--- src/rtl/ml_pkg.sv ---
// Shared definitions for the ML soft demapper: FSM states, QPSK symbol/bit
// mapping and the all-ones metric constant used to seed minima.
package ml_pkg;

   typedef enum logic [1:0] {
      ST_IDLE,
      ST_ACC,
      ST_RESOLVE,
      ST_OUT
   } state_t;

   localparam int unsigned METRIC_MAX_W = 32;
   localparam logic [METRIC_MAX_W-1:0] METRIC_ALL_ONES = '1;

   // QPSK symbol bit: b=0 is the real bit (symbol MSB), b=1 the imag bit (LSB)
   function automatic logic sym_bit(input logic [1:0] sym, input logic b);
      return b ? sym[0] : sym[1];
   endfunction

endpackage

--- src/rtl/ml_min_tracker.sv ---
// Per-layer tracker: four per-symbol running minima, plus bit-wise M0/M1
// resolution into hard bits and saturated soft LLRs.
module ml_min_tracker
   import ml_pkg::*;
#(
   parameter int MW  = 22,
   parameter int LW  = 8,
   parameter int LSH = 4
) (
   input  logic            i_clk,
   input  logic            i_reset_n,
   input  logic            i_clear,
   input  logic [3:0]      i_upd,
   input  logic [4*MW-1:0] i_metric,
   output logic [1:0]      o_hardbit,
   output logic [2*LW-1:0] o_llr
);

   localparam logic [MW-1:0]        MMAX   = METRIC_ALL_ONES[MW-1:0];
   localparam int                   LLR_HI = (1 << (LW-1)) - 1;
   localparam int                   LLR_LO = -(1 << (LW-1));
   localparam logic signed [MW:0]   SAT_HI = (MW+1)'(LLR_HI);
   localparam logic signed [MW:0]   SAT_LO = (MW+1)'(LLR_LO);

   logic [MW-1:0] min_q [4];

   always_ff @(posedge i_clk or negedge i_reset_n) begin
      if (!i_reset_n) begin
         for (int unsigned s = 0; s < 4; s++) min_q[s] <= MMAX;
      end else if (i_clear) begin
         for (int unsigned s = 0; s < 4; s++) min_q[s] <= MMAX;
      end else begin
         for (int unsigned s = 0; s < 4; s++) begin
            if (i_upd[s] && (i_metric[s*MW +: MW] < min_q[s]))
               min_q[s] <= i_metric[s*MW +: MW];
         end
      end
   end

   for (genvar b = 0; b < 2; b++) begin : g_bit
      logic [MW-1:0]      m0, m1;
      logic signed [MW:0] d, sh;
      logic [LW-1:0]      llr;

      always_comb begin
         m0 = MMAX;
         m1 = MMAX;
         for (int unsigned s = 0; s < 4; s++) begin
            if (sym_bit(2'(s), 1'(b))) begin
               if (min_q[s] < m1) m1 = min_q[s];
            end else begin
               if (min_q[s] < m0) m0 = min_q[s];
            end
         end
      end

      // Metrics are unsigned, so one extra bit keeps M0-M1 exact before the floor shift
      assign d  = $signed({1'b0, m0}) - $signed({1'b0, m1});
      assign sh = d >>> LSH;

      always_comb begin
         if (sh > SAT_HI)      llr = SAT_HI[LW-1:0];
         else if (sh < SAT_LO) llr = SAT_LO[LW-1:0];
         else                  llr = sh[LW-1:0];
      end

      assign o_hardbit[b]        = (m1 < m0);
      assign o_llr[b*LW +: LW]   = llr;
   end

endmodule

--- src/rtl/ml_soft_demap.sv ---
// Max-log ML soft demapper for NT QPSK layers: accumulates candidate metrics
// into per-layer minima, then resolves registered hard bits and soft LLRs.
module ml_soft_demap
   import ml_pkg::*;
#(
   parameter int NT  = 4,
   parameter int MW  = 22,
   parameter int LW  = 8,
   parameter int LSH = 4
) (
   input  logic                  i_clk,
   input  logic                  i_reset_n,
   input  logic                  i_start,
   input  logic                  i_cand_valid,
   output logic                  o_cand_ready,
   input  logic [2*(NT-1)-1:0]   i_cand_idx,
   input  logic [4*MW-1:0]       i_metric,
   input  logic                  i_cand_last,
   output logic                  o_valid,
   input  logic                  i_ready,
   output logic [2*NT-1:0]       o_hardbit,
   output logic [2*NT*LW-1:0]    o_llr,
   output logic                  o_cnt_err,
   output logic                  o_busy
);

   localparam int            CW      = 2*(NT-1) + 1;
   localparam logic [CW-1:0] CNT_EXP = {1'b1, {(CW-1){1'b0}}};

   state_t             state_q, state_d;
   logic               accept, clear;
   logic [CW-1:0]      cnt_q;
   logic [MW-1:0]      m_all;
   logic [2*NT-1:0]    hb_w;
   logic [2*NT*LW-1:0] llr_w;

   always_comb begin
      m_all = i_metric[MW-1:0];
      for (int unsigned s = 1; s < 4; s++) begin
         if (i_metric[s*MW +: MW] < m_all) m_all = i_metric[s*MW +: MW];
      end
   end

   always_comb begin
      state_d = state_q;
      clear   = 1'b0;
      accept  = 1'b0;
      case (state_q)
         ST_IDLE: begin
            if (i_start) begin
               clear   = 1'b1;
               state_d = ST_ACC;
            end
         end
         ST_ACC: begin
            // A restart takes priority and drops any candidate offered alongside it
            if (i_start) begin
               clear = 1'b1;
            end else if (i_cand_valid) begin
               accept = 1'b1;
               if (i_cand_last) state_d = ST_RESOLVE;
            end
         end
         ST_RESOLVE: state_d = ST_OUT;
         ST_OUT: begin
            if (i_ready) begin
               if (i_start) begin
                  clear   = 1'b1;
                  state_d = ST_ACC;
               end else begin
                  state_d = ST_IDLE;
               end
            end
         end
         default: state_d = ST_IDLE;
      endcase
   end

   for (genvar k = 0; k < NT; k++) begin : g_layer
      logic [3:0]      upd;
      logic [4*MW-1:0] met;

      if (k == 0) begin : g_l0
         assign upd = {4{accept}};
         assign met = i_metric;
      end else begin : g_lk
         assign upd = accept ? (4'b0001 << i_cand_idx[2*(k-1) +: 2]) : 4'b0000;
         assign met = {4{m_all}};
      end

      ml_min_tracker #(
         .MW  (MW),
         .LW  (LW),
         .LSH (LSH)
      ) u_trk (
         .i_clk     (i_clk),
         .i_reset_n (i_reset_n),
         .i_clear   (clear),
         .i_upd     (upd),
         .i_metric  (met),
         .o_hardbit (hb_w[2*k +: 2]),
         .o_llr     (llr_w[2*k*LW +: 2*LW])
      );
   end

   always_ff @(posedge i_clk or negedge i_reset_n) begin
      if (!i_reset_n) begin
         state_q   <= ST_IDLE;
         cnt_q     <= '0;
         o_hardbit <= '0;
         o_llr     <= '0;
         o_cnt_err <= 1'b0;
      end else begin
         state_q <= state_d;
         if (clear)                        cnt_q <= '0;
         else if (accept && cnt_q != '1)   cnt_q <= cnt_q + 1'b1;
         if (state_q == ST_RESOLVE) begin
            o_hardbit <= hb_w;
            o_llr     <= llr_w;
            o_cnt_err <= (cnt_q != CNT_EXP);
         end
      end
   end

   assign o_cand_ready = (state_q == ST_ACC);
   assign o_valid      = (state_q == ST_OUT);
   assign o_busy       = (state_q != ST_IDLE);

endmodule

--- config.mk ---
export PLATFORM = sky130hd
export DESIGN_NAME = ml_soft_demap
export DESIGN_NICKNAME = d
export VERILOG_FILES = /design/src/rtl/ml_pkg.sv /design/src/rtl/ml_min_tracker.sv /design/src/rtl/ml_soft_demap.sv
export SDC_FILE = /design/constraint.sdc
export NUM_CORES = 2
export LEC_CHECK = 0
export CAP_MARGIN = 20
export CORE_ASPECT_RATIO = 0.7
export CORE_MARGIN = 1.5
export CORE_UTILIZATION = 42
export CTS_CLUSTER_DIAMETER = 40
export DETAILED_ROUTE_END_ITERATION = 16
export GPL_ROUTABILITY_DRIVEN = 0
export SLEW_MARGIN = 20
export SYNTH_ARGS = -nofsm -noshare
export SYNTH_HDL_FRONTEND = slang
export SYNTH_SLANG_ARGS = --single-unit
--- constraint.sdc ---
create_clock -name i_clk -period 6.55 [get_ports i_clk]
set_input_delay 1.31 -clock i_clk [delete_from_list [all_inputs] [get_ports i_clk]]
set_output_delay 1.31 -clock i_clk [all_outputs]
set_load 0.05 [all_outputs]
## After elaboration in Yosys (flattened, before gate mapping)

Index checks and enable logic that the tools add are counted.

- Bits in registers: 434
- Bits of input ports: 100

- Magnitude comparators: 71
- Reductions and logical operators: 38
- Equality and inequality tests: 10
- Add/subtract/negate cells: 9
- Shift operators: 3
- Multiplexer cells: 85

Operators by type and width:

| kind | number |
|---|---|
| $mux 22 | 47 |
| $lt 22x22->1 | 43 |
| $mux 88 | 4 |
| $lt 22x22->1 const B | 12 |
| $sub 22x22->23 | 8 |
| $gt 19x8->1 const B | 8 |
| $lt 19x8->1 const B | 8 |
| $mux 8 | 16 |
| $reduce_bool 2->1 | 18 |
| $logic_and 1x1->1 | 17 |
| $mux 7 | 2 |
| $ne 7x7->1 const B | 2 |
| $mux 4 | 3 |
| $shl 1x2->4 const A | 3 |
| $mux 2 | 5 |
| $pmux 2 s4 | 1 |
| $add 7x1->7 const B | 1 |
| $mux 1 | 6 |
| $ne 2x2->1 const B | 3 |
| $reduce_and 5->1 | 1 |
| $eq 2x2->1 const B | 2 |
| $ne 2x1->1 const B | 2 |
| $eq 2x1->1 const B | 1 |
| $logic_not 2->1 | 1 |
| 2 further kinds | 2 |

## Logic depth before layout (Yosys ltp)

- Depth in word-level cells: 10
- Depth in mapped cells: 48

## Modules after synthesis

Synthesis repeated with hierarchy kept, for this count alone.

- Cell total of the unflattened synthesis: 5665
- Area total of the unflattened synthesis: 49676.4 µm²

By module, submodules not included:

| module | instances | area each (µm²) | cells an instance |
|---|---|---|---|
| ml_min_tracker at g_layer[1].u_trk ... | 2 | 11170.7 | 1263 |
| ml_min_tracker at g_layer[0].u_trk | 1 | 11009.3 | 1293 |
| ml_min_tracker at g_layer[2].u_trk | 1 | 10707.8 | 1288 |
| ml_soft_demap | 1 | 5617.9 | 558 |

## Worst setup path before layout

No wires, ideal clock.

- Path kind: in2reg
- Start: in i_metric[9]
- End: reg g_layer[1].u_trk.min_q[10] (netlist name)
- Data arrival time: 10.525 ns
- Setup slack: -4.049 ns
- Data required time: 6.475 ns
- Path buffers: 5
- Setup time: 0.075 ns
- Cell stages on the path: 46
- Cell sequence: inv_1 -> ha_1 -> a21oi_1 -> o21ai_0 -> a221oi_1 -> o21ai_2 -> nor2_1 -> clkbuf_1 -> mux2i_1 -> ha_1 -> a21o_1 -> a21o_1 -> a221o_1 -> a21oi_1 -> o21ai_0 -> nor2_1 -> buf_2 -> mux2i_1 -> [10 not listed] -> nand3_1 -> buf_2 -> mux2i_1 -> buf_2 -> inv_1 -> ha_1 -> a21o_1 -> a21o_1 -> a21o_1 -> a21o_1 -> a21o_1 -> a21o_1 -> a21o_1 -> a221oi_1 -> and2_1 -> a41oi_4 -> buf_6 -> mux2i_1

- Cells in the longest elaborated chain, start to end: 9

Ends and longest elaborated chain:

| what | line | text |
|---|---|---|
| start: declaration | ml_soft_demap.sv:17 | `input logic [4*MW-1:0] i_metric,` |
| $lt 22x22->1 | ml_soft_demap.sv:40 | `if (i_metric[s*MW +: MW] < m_all) m_all = i_metric[s*MW +: MW];` |
| $mux 22 (*) | ml_soft_demap.sv:40 |  |
| $lt 22x22->1 | ml_soft_demap.sv:40 |  |
| $mux 22 (*) | ml_soft_demap.sv:40 |  |
| $lt 22x22->1 | ml_soft_demap.sv:40 |  |
| $mux 22 (*) | ml_soft_demap.sv:40 |  |
| $lt 22x22->1 | ml_min_tracker.sv:34 | `if (i_upd[s] && (i_metric[s*MW +: MW] < min_q[s]))` |
| $logic_and 1x1->1 | ml_min_tracker.sv:34 |  |
| $reduce_bool 2->1 (no line) | n/a |  |
| end signal: indexed assignment | ml_min_tracker.sv:35 | `min_q[s] <= i_metric[s*MW +: MW];` |
| end: declaration | ml_min_tracker.sv:25 | `logic [MW-1:0] min_q [4];` |

Mark *: on every way between the ends. The rest lies on a longest branch, timed or not. The select of a mux whose other input is x is not followed.
A chain may end at the register's enable or synchronous reset.

## Worst setup path in the final report

- Start: in i_metric[42]
- End: reg g_layer[3].u_trk.min_q[41] (netlist name)

- Cells in the longest elaborated chain, start to end: 9

Ends and longest elaborated chain:

| what | line |
|---|---|
| $lt 22x22->1 | ml_soft_demap.sv:40 |
| $mux 22 (*) | ml_soft_demap.sv:40 |
| $lt 22x22->1 | ml_soft_demap.sv:40 |
| $mux 22 (*) | ml_soft_demap.sv:40 |
| $lt 22x22->1 | ml_soft_demap.sv:40 |
| $mux 22 (*) | ml_soft_demap.sv:40 |
| $lt 22x22->1 | ml_min_tracker.sv:34 |
| $logic_and 1x1->1 | ml_min_tracker.sv:34 |
| $reduce_bool 2->1 (no line) | n/a |
| end signal: indexed assignment | ml_min_tracker.sv:35 |
| end: declaration | ml_min_tracker.sv:25 |

Marked as above.

==> reports/metrics.yaml <==
critPathLaunch: "i_metric[42]"
synthArstFlopShare: 1.00
clock_skew_ps: 44.5
final_cell_mix: "871 x ha_1, 704 x inv_1, 674 x mux2i_1, 624 x buf_4, 528 x nor2_1"
synth_cells: 5518
dpl-instance-area_um2: 57800
final_area_um2: 63500
clockBufferDepth: 3
yosys_most_used_dff: "dfstp_2"
fillers: 10200
setup_viol: 302
slew_headroom: 0.243
hold_violations: 0
ys_seq_elements: 434
nNetsFinal: 7374
hp-class: "reg -> reg"
grt_pass1_vias: 44200
arrival_ps: 10330
ant_nets: 0
critPathCaptureType: "flip-flop"
dp_slack_ps: -4440
wl_um: 195000
h-tree-depth: 3
period_share: 1.48
layout_setup_ws_ps: -3150
critical_path.max_fanout: 8
route.met2.wl_um: 75400
slew_viol_final: 0
timing.fmax_ghz: 0.103
slowest_stage: "nor4_4"
drc: 0
synth_area_um2: 48700
rsz0062_at_grt: "yes"
vias_per_cell: 5.78
worstMarginPinSlew_ps: 1140
wl_met1_um: 91600
worstPathRequired_ps: 7180
io_pins: 176
core_area_um2: 115000
cts_made_buffers: 91
die-area_um2: 118000
dieWidth_um: 410
grt_pass1_wl_um: 284000
drt_iter0_markers: 4859
status: "finished with violations"
violations: "setup timing"
met3_length_um: 22300
initial_core_util: 0.424
drive_gt1_frac: 0.248
grt_start_max_net_pins: 187
antenna_found_initial: 3
final_common_cell: "ha_1"
path_class: "in -> reg"
synth_edf_count: 0
path_clk_slew_ps: 50
vias: 46100
hpwl_um: 152000
portBuffers: 175
tns_ps: -779260
cts_root_buf: "clkbuf_16"
ys_types: 78
place_inst: 7724
track_usage: 0.318
ys_seq_area_frac: 0.232
worstReg2RegStart: "g_layer[0].u_trk.min_q[59]"
period_minus_slack_ps: 9700
clk_latency_ps: 710
tritoncts: "done"
min_from: "o_llr[15]"
top_layer: "met4"
slowest_delay_ps: 380
synth-warning-count: 0
clkSinkCount: 434
area_growth_pct: 30.3
synth_nets: 6536
syn_area_per_cell_um2: 8.82
cap_violations: 0
cts_hold_buf: 0
post_drt_wl_per_cell_um: 24.5
grt-ovfl-total: 0
finalNonFillerCells: 7975
cp-start-kind: "primary input"
firstDrtPassIters: 6
die_h_um: 288
row_count: 104
rrSetupSlack_ps: -310
==> critical path, delay by kind of cell <==
kind / cells / cell delay [ps]
AND/OR/NAND/NOR: 17 / 2710
AO/OA/AOI/OAI: 13 / 2260
buffers and inverters: 14 / 2040
adder cells (fa/ha/maj): 4 / 1070
multiplexers: 4 / 900
==> state kept, by name, summed over array words and instances, names as in the netlist <==
name and count:
o_cnt_err 1, o_llr 64, g_layer.u_trk.min_q 352, cnt_q 7, o_hardbit 8, state_q 2
==> layout make-up <==
cell class	instances	area (um^2)	share of cell area
diodes	4	10.0	0.000158
multi-input cells	4178	35800	0.564
clock inverters	64	701	0.0110
well taps	1537	1920	0.0303
inverters	740	2810	0.0442
repair buffers	911	8450	0.133
clock buffers	107	2500	0.0394
flip-flops and latches	434	11300	0.178
==> cells in the mapped netlist, drive strengths merged, types with 10 or more instances <==
cell / instances / area (um^2)
a211o: 14 / 123
a211oi: 16 / 120
a21o: 386 / 2900
a21oi: 276 / 1380
a221oi: 25 / 225
a31oi: 21 / 138
a41oi: 14 / 254
and2: 21 / 131
and3: 28 / 175
and4: 12 / 105
buf: 66 / 414
clkbuf: 100 / 377
dfrtp: 82 / 2050
dfstp: 352 / 9250
ha: 918 / 11500
inv: 740 / 2780
mux2: 14 / 158
mux2i: 735 / 7360
nand2: 119 / 447
nand2b: 66 / 413
nand3: 67 / 335
nand4: 148 / 926
nor2: 548 / 2060
nor2b: 72 / 450
nor3: 106 / 531
nor4: 30 / 188
o211ai: 16 / 120
o21a: 36 / 270
o21ai: 185 / 930
o21bai: 10 / 75.1
o22ai: 11 / 68.8
o31ai: 14 / 105
or2: 16 / 100
or3: 12 / 75.1
xnor2: 54 / 473
xor2: 63 / 552
==> metal layers <==
metal / track usage / up-vias
met5: 0 / -
met2: 0.436 / 1910
met4: 0.0888 / 0
met1: 0.469 / 22400
li1: - / 21400
met3: 0.0986 / 319
==> per-stage QoR <==
step           utilization  hold slack, ps
6_report             0.552             507
5_1_grt              0.552             528
4_1_cts              0.534             514
3_5_place_dp         0.503             503
3_3_place_gp         0.503             491
2_1_floorplan            -             481
==> repair_timing <==
| item | 4_1_cts | 5_1_grt |
|---|---|---|
| pin swaps | 14 | 88 |
| resized for setup | 63 | 311 |
| setup endpoints to repair | 271 | 327 |
| cloned | 0 | 15 |
| setup buffers | 8 | 55 |
==> path summary, 6_finish.rpt <==
path,to,cells after the start
worst min-delay path,o_llr[15],1
min in group asynchronous,cnt_q[5],1
worst max-delay path,g_layer[3].u_trk.min_q[41],52
worst max register to register,o_llr[14],27
worst min register to register,o_llr[15],1
max in group asynchronous,o_llr[12],2
==> cells by family (layout without fill, tap and decap cells) <==
| family | after synthesis | in the layout | share of synthesized area |
|---|---|---|---|
| flip-flops | 434 | 434 | 0.232 |
| AND/OR/NAND/NOR | 1278 | 1278 | 0.128 |
| other | 0 | 4 | 0 |
| multiplexers | 749 | 749 | 0.154 |
| XOR/XNOR | 117 | 117 | 0.0210 |
| adder cells (fa/ha/maj) | 919 | 919 | 0.236 |
| buffers and inverters | 906 | 1822 | 0.0733 |
| AO/OA/AOI/OAI | 1115 | 1115 | 0.156 |
Power is left out: the tool's default activity adds up to more than one toggle a clock period on the data nets, which glitch-free logic cannot reach.
